--- src/rtl/shift_sequencer.sv ---
// Multi-cycle shift/normalize sequencer wrapped around a 16-bit datapath whose
// shifter moves at most 7 bit positions per cycle. Long shifts and mantissa
// normalization are broken into steps of up to MAX_STEP bits, one per RUN cycle.
// Requests and results use valid/ready handshakes.
module shift_sequencer #(
  // Bits shifted per RUN cycle; legal range 1..7 (shifter distance is 3 bits)
  parameter int unsigned MAX_STEP = 7
) (
  input  logic        clk,
  input  logic        reset_n,
  input  logic        in_valid,
  output logic        in_ready,
  input  logic [15:0] in_value,
  input  logic [1:0]  in_op,
  input  logic [4:0]  in_amount,
  output logic        out_valid,
  input  logic        out_ready,
  output logic [15:0] out_value,
  output logic [4:0]  out_count,
  output logic        out_zero,
  output logic        busy
);

  localparam logic [1:0] OpShl  = 2'b00;
  localparam logic [1:0] OpShr  = 2'b01;
  localparam logic [1:0] OpNorm = 2'b10;
  localparam logic [1:0] OpPass = 2'b11;

  localparam logic [4:0] MaxStepW = 5'(MAX_STEP);
  localparam logic [4:0] FullW    = 5'd16;

  typedef enum logic [1:0] {StIdle, StRun, StDone} state_e;

  state_e      state_q, state_d;
  logic [15:0] value_q, value_d;
  logic [1:0]  op_q, op_d;
  logic [4:0]  rem_q, rem_d;
  logic [4:0]  count_q, count_d;
  logic        out_valid_q, out_valid_d;
  logic [15:0] out_value_q, out_value_d;
  logic [4:0]  out_count_q, out_count_d;
  logic        out_zero_q, out_zero_d;

  logic [3:0]  lz;
  logic [2:0]  shift_step;
  logic [2:0]  norm_step;
  logic [2:0]  step;
  logic [15:0] shifted;

  // Leading-zero count of the working value; highest set bit wins. Zero value
  // is handled separately by the FSM, so lz is don't-care there.
  always_comb begin
    lz = 4'd0;
    for (int i = 0; i < 16; i++) begin
      if (value_q[i]) lz = 4'(15 - i);
    end
  end

  // Step size for this cycle, clamped to MAX_STEP
  always_comb begin
    shift_step = (rem_q > MaxStepW) ? MaxStepW[2:0] : rem_q[2:0];
    norm_step  = ({1'b0, lz} > MaxStepW) ? MaxStepW[2:0] : lz[2:0];
    step       = (op_q == OpNorm) ? norm_step : shift_step;
  end

  // 3-bit-distance shifter datapath; normalize shares the left-shift path
  always_comb begin
    shifted = op_q[0] ? (value_q >> step) : (value_q << step);
  end

  // Next-state logic: accept in IDLE, step in RUN, hold result in DONE
  always_comb begin
    state_d     = state_q;
    value_d     = value_q;
    op_d        = op_q;
    rem_d       = rem_q;
    count_d     = count_q;
    out_valid_d = out_valid_q;
    out_value_d = out_value_q;
    out_count_d = out_count_q;
    out_zero_d  = out_zero_q;

    case (state_q)
      StIdle: begin
        if (in_valid) begin
          value_d = in_value;
          op_d    = in_op;
          // Anything past 16 positions clears the word anyway
          rem_d   = (in_amount > FullW) ? FullW : in_amount;
          count_d = 5'd0;
          if (in_op == OpPass) begin
            state_d     = StDone;
            out_valid_d = 1'b1;
            out_value_d = in_value;
            out_count_d = 5'd0;
            out_zero_d  = (in_value == 16'h0000);
          end else begin
            state_d = StRun;
          end
        end
      end

      StRun: begin
        // Finish when nothing is left to shift; otherwise take one step
        if ((op_q == OpNorm) ? (value_q == 16'h0000 || norm_step == 3'd0)
                             : (rem_q == 5'd0)) begin
          state_d     = StDone;
          out_valid_d = 1'b1;
          out_value_d = value_q;
          out_count_d = count_q;
          out_zero_d  = (value_q == 16'h0000);
        end else begin
          value_d = shifted;
          count_d = count_q + {2'b00, step};
          if (op_q == OpShl || op_q == OpShr) rem_d = rem_q - {2'b00, step};
        end
      end

      StDone: begin
        if (out_ready) begin
          state_d     = StIdle;
          out_valid_d = 1'b0;
        end
      end

      default: state_d = StIdle;
    endcase
  end

  // State and registered outputs; reset discards any in-flight operation
  always_ff @(posedge clk or negedge reset_n) begin
    if (!reset_n) begin
      state_q     <= StIdle;
      value_q     <= 16'h0000;
      op_q        <= OpShl;
      rem_q       <= 5'd0;
      count_q     <= 5'd0;
      out_valid_q <= 1'b0;
      out_value_q <= 16'h0000;
      out_count_q <= 5'd0;
      out_zero_q  <= 1'b0;
    end else begin
      state_q     <= state_d;
      value_q     <= value_d;
      op_q        <= op_d;
      rem_q       <= rem_d;
      count_q     <= count_d;
      out_valid_q <= out_valid_d;
      out_value_q <= out_value_d;
      out_count_q <= out_count_d;
      out_zero_q  <= out_zero_d;
    end
  end

  assign in_ready  = (state_q == StIdle);
  assign busy      = (state_q != StIdle);
  assign out_valid = out_valid_q;
  assign out_value = out_value_q;
  assign out_count = out_count_q;
  assign out_zero  = out_zero_q;

endmodule

--- config.mk ---
export PLATFORM = sky130hd
export DESIGN_NAME = shift_sequencer
export DESIGN_NICKNAME = d
export VERILOG_FILES = /design/src/rtl/shift_sequencer.sv
export SDC_FILE = /design/constraint.sdc
export NUM_CORES = 1
export LEC_CHECK = 0
export ABC_AREA = 1
export CAP_MARGIN = 20
export CORE_MARGIN = 1.5
export CORE_UTILIZATION = 60
export CTS_BUF_LIST = sky130_fd_sc_hd__clkbuf_8 sky130_fd_sc_hd__clkbuf_16
export DETAILED_ROUTE_END_ITERATION = 6
export GPL_TIMING_DRIVEN = 0
export PLACE_DENSITY = 0.95
export SETUP_SLACK_MARGIN = 0.1
export SLEW_MARGIN = 30
export SYNTH_ARGS = -nofsm -noshare
export SYNTH_HDL_FRONTEND = slang
export SYNTH_SLANG_ARGS = --single-unit
--- constraint.sdc ---
create_clock -name clk -period 5.71 [get_ports clk]
set_input_delay 0.571 -clock clk [delete_from_list [all_inputs] [get_ports clk]]
set_output_delay 0.571 -clock clk [all_outputs]
set_load 0.01 [all_outputs]
==> results.md <==
* DR WL/cell at ~18 µm
* Arrival @ worst endpoint at 3.51 ns
* Post-CTS setup buffers at 0
* Seq/Total Area, Yosys at 0.343
* Fraction of layout instances using a drive strength above 1 at 0.0976
* Ports at 52
* Post-Syn Instances at 575
* Internal at 1.42 mW
* Post-CTS sizing at 0
* Iter 0 DRT Violations at 480
* Commonest non-fill, non-tap cells in the layout: nand3_1 (147), nand2_1 (111), nor2_1 (78)
* Flop pwr share at 0.241
* Vias at 4,468
* Sw Pwr at approximately 1.8 mW
* Setup Skew at about 0.0061 ns
* Yosys reg bits at 53
* Final setup viols at 0
* CTS sink cnt at 53
* Hold WS at 0.121 ns
* Footprint of the multi-input gates at between 2000 and 2500 µm²
* Die height at 83.3 µm
* Total grt overflow at 0
* GRT Overall Usage at 0.376
* Fillers at 499
* Total CTS buffers at 5
* Yosys warnings at 0
* Clock group share of total power at 0.068
* Vias per cell at between 6 and 7
* N_diodes at 0
* Worst Tran Pin Value at 0.730 ns
* WS Path Type: flip-flop to flip-flop
* Initial Utilization at 0.616
* Req. time, crit path at just under 6 ns
* Cells on worst reg2reg path at 30
* RSZ-0062 raised after global routing: false
* WL final at 13,000 µm
* Die area at 6930 µm²
* H-tree levels at 2
* Combinational share of power at 0.692
* Reg-to-Reg Start: value_q[1]$_DFFE_PN0P_
* Fraction of registers with async set/reset at 1.00
* Post-Syn Area at 3870 µm²
* DRC at 0
* Max_cap viols at 0
* Most common cell after layout, fill and taps aside: nand3_1
* Max FO, Critical Path at 10
* Synth Area per Inst at a little under 7 µm²
* Storage cell area at 1330 µm²
* Period utilization at 0.573
* Largest net degree at the start of global routing at 38
* Initial antenna violation count at 0
* R2R Setup Slk at 2.44 ns
* Hold Crit Class: input pin to async pin
* Clock latency on the worst-skew pair at about 0.31 ns
* Final Hold Vio Count at 0
* Leak pwr at 2.12 nW
* Max incr delay on CP at 0.48 ns
* Vias in the first global route at 4,200
* Fin area at 4580 µm²
* Power Density at 706 nW/µm²
* Area Growth Syn to Fin at 18.4%
* Core Area at between 6000 and 7000 µm²
* Netlist cell types at 36
* CTS tree: yes
* Critical path launch point: value_q[1]$_DFFE_PN0P_
* Peak VDD IR at 405 µV
* FMAX at slightly above 300 MHz
* Worst slew margin at 0.512
* Row count at 29
* First-pass GRT wire length at 20,800 µm
* Final #Nets at 669
* Maximum clock path buffer count at 2
* CP dominant cell by count: nand2_1
* Tot Pwr at 3.23 mW
* Top_reg_cell synth: dfrtp_1
* CP Launch Type: flip-flop
* DIE WIDTH at 83.3 µm
* Placed Instances at 704
* Dpl hpwl at 10,000 µm
* Placement-stage cell area at 4490 µm²
* Worst Setup End Kind: flip-flop
* Count of final max-slew check failures at 0
* RePlAce Congestion at 1.06
* Cts hold-fix bufs at 0
* Switching Share at 0.560
* Reg2reg end: rem_q[4]$_DFFE_PN0P_
* Root Buffer: clkbuf_8
* Fin crit period at 3.27 ns
* Post-DRT Antenna Nets at 0
* Status: finished, final reports clean
* Number of synthesized flops with an enable pin at 0
* Non-Filler Instances at 712
* Syn nets at 610
* DR pass1 iterations at 5
* Buffers on Ports at 51
* Clk slew on worst S/H paths at 0.10 ns
* CP max stage cell: dfrtp_1
* TNS Setup at 0 ns
[worst max-delay path, delay by kind of cell, from the launching register on]
family | cells | cell delay, ns
buffers and inverters | 5 | 0.55
AOI/OAI and AO/OA | 1 | 0.13
and+or+nand+nor | 22 | 1.65
DFF | 1 | 0.48
adders and majority gates | 2 | 0.38
[kinds of logic (layout without fill, tap and decap cells)]
logic type / count (synthesis) / in the layout / share of synthesized area
buffers and inverters: 77 / 137 / 0.0845
flip-flops: 53 / 53 / 0.343
XOR/XNOR: 1 / 1 / 0.00227
AO/OA/AOI/OAI: 60 / 60 / 0.0913
AND/OR/NAND/NOR: 376 / 376 / 0.451
adder cells (fa/ha/maj): 8 / 8 / 0.0278
[how the worst max path moves through the flow]
stage / slack, ns / to / cells after the start
floorplan: 3.05 / rem_q[4]$_DFFE_PN0P_ / 30
global placement: 2.54 / rem_q[3]$_DFFE_PN0P_ / 1
detailed placement: 2.54 / rem_q[4]$_DFFE_PN0P_ / 30
CTS: 2.48 / rem_q[4]$_DFFE_PN0P_ / 30
global route: 2.17 / rem_q[4]$_DFFE_PN0P_ / 30
finish: 2.44 / rem_q[4]$_DFFE_PN0P_ / 30
[cells in the mapped netlist (2+ instances only)]
library cell  number  area share
a21oi_1           16       0.021
a31oi_1           18       0.029
buf_2             12       0.016
clkbuf_1          10      0.0097
clkinv_1           2      0.0019
dfrtp_1           53        0.34
ha_1               7       0.023
inv_1             40       0.039
inv_2             10      0.0097
nand2_1          111        0.11
nand2_2           13       0.021
nand2_4            2      0.0058
nand3_1          147        0.19
nand4_1            5      0.0081
nor2_1            78       0.076
nor2_2             3      0.0049
nor2_4             3      0.0087
nor3_1             3      0.0039
nor3_2             3      0.0078
nor4_1             4      0.0065
o21ai_0           14       0.018
o21ai_1            5      0.0065
o22ai_1            2      0.0032
or2_1              2      0.0032
[per-layer routing]
metal / track usage / up-vias / share of wire
met5: 0 / - / 0
met4: 0.148 / 0 / 0.036
met3: 0.0964 / 47 / 0.12
met2: 0.582 / 318 / 0.45
met1: 0.506 / 2052 / 0.40
li1: - / 2051 / -
[stage by stage]
step,util,setup WS (ns)
5_1_grt,0.729,2.17
3_5_place_dp,0.715,2.54
4_1_cts,0.729,2.48
6_report,0.729,2.44
3_3_place_gp,0.713,2.54
2_1_floorplan,-,3.05
[power by group through the flow]
stage / clock (mW) / sequential, mW / combinational, mW
2_1_floorplan: 0 / 0.741 / 1.50
3_3_place_gp: 0 / 0.764 / 2.09
3_5_place_dp: 0 / 0.770 / 2.17
4_1_cts: 0.218 / 0.762 / 2.18
5_1_grt: 0.234 / 0.792 / 2.45
6_report: 0.218 / 0.779 / 2.24
[sequential cells by signal, indices dropped and copies added, names as in the netlist]
signal	cells
out_valid	1
op_q	2
out_value	16
state_q	2
rem_q	5
count_q	5
out_count	5
out_zero	1
value_q	16
[area by class of cell]
cell class	instances	share of cell area
multi-input combinational	445	0.483
sequential	53	0.290
timing repair buffer	52	0.115
inverter	52	0.0426
buffer	25	0.0287
tap	77	0.0210
clock buffer	5	0.0150
clock inverter	3	0.00410
(Power assumes the default switching activity.)
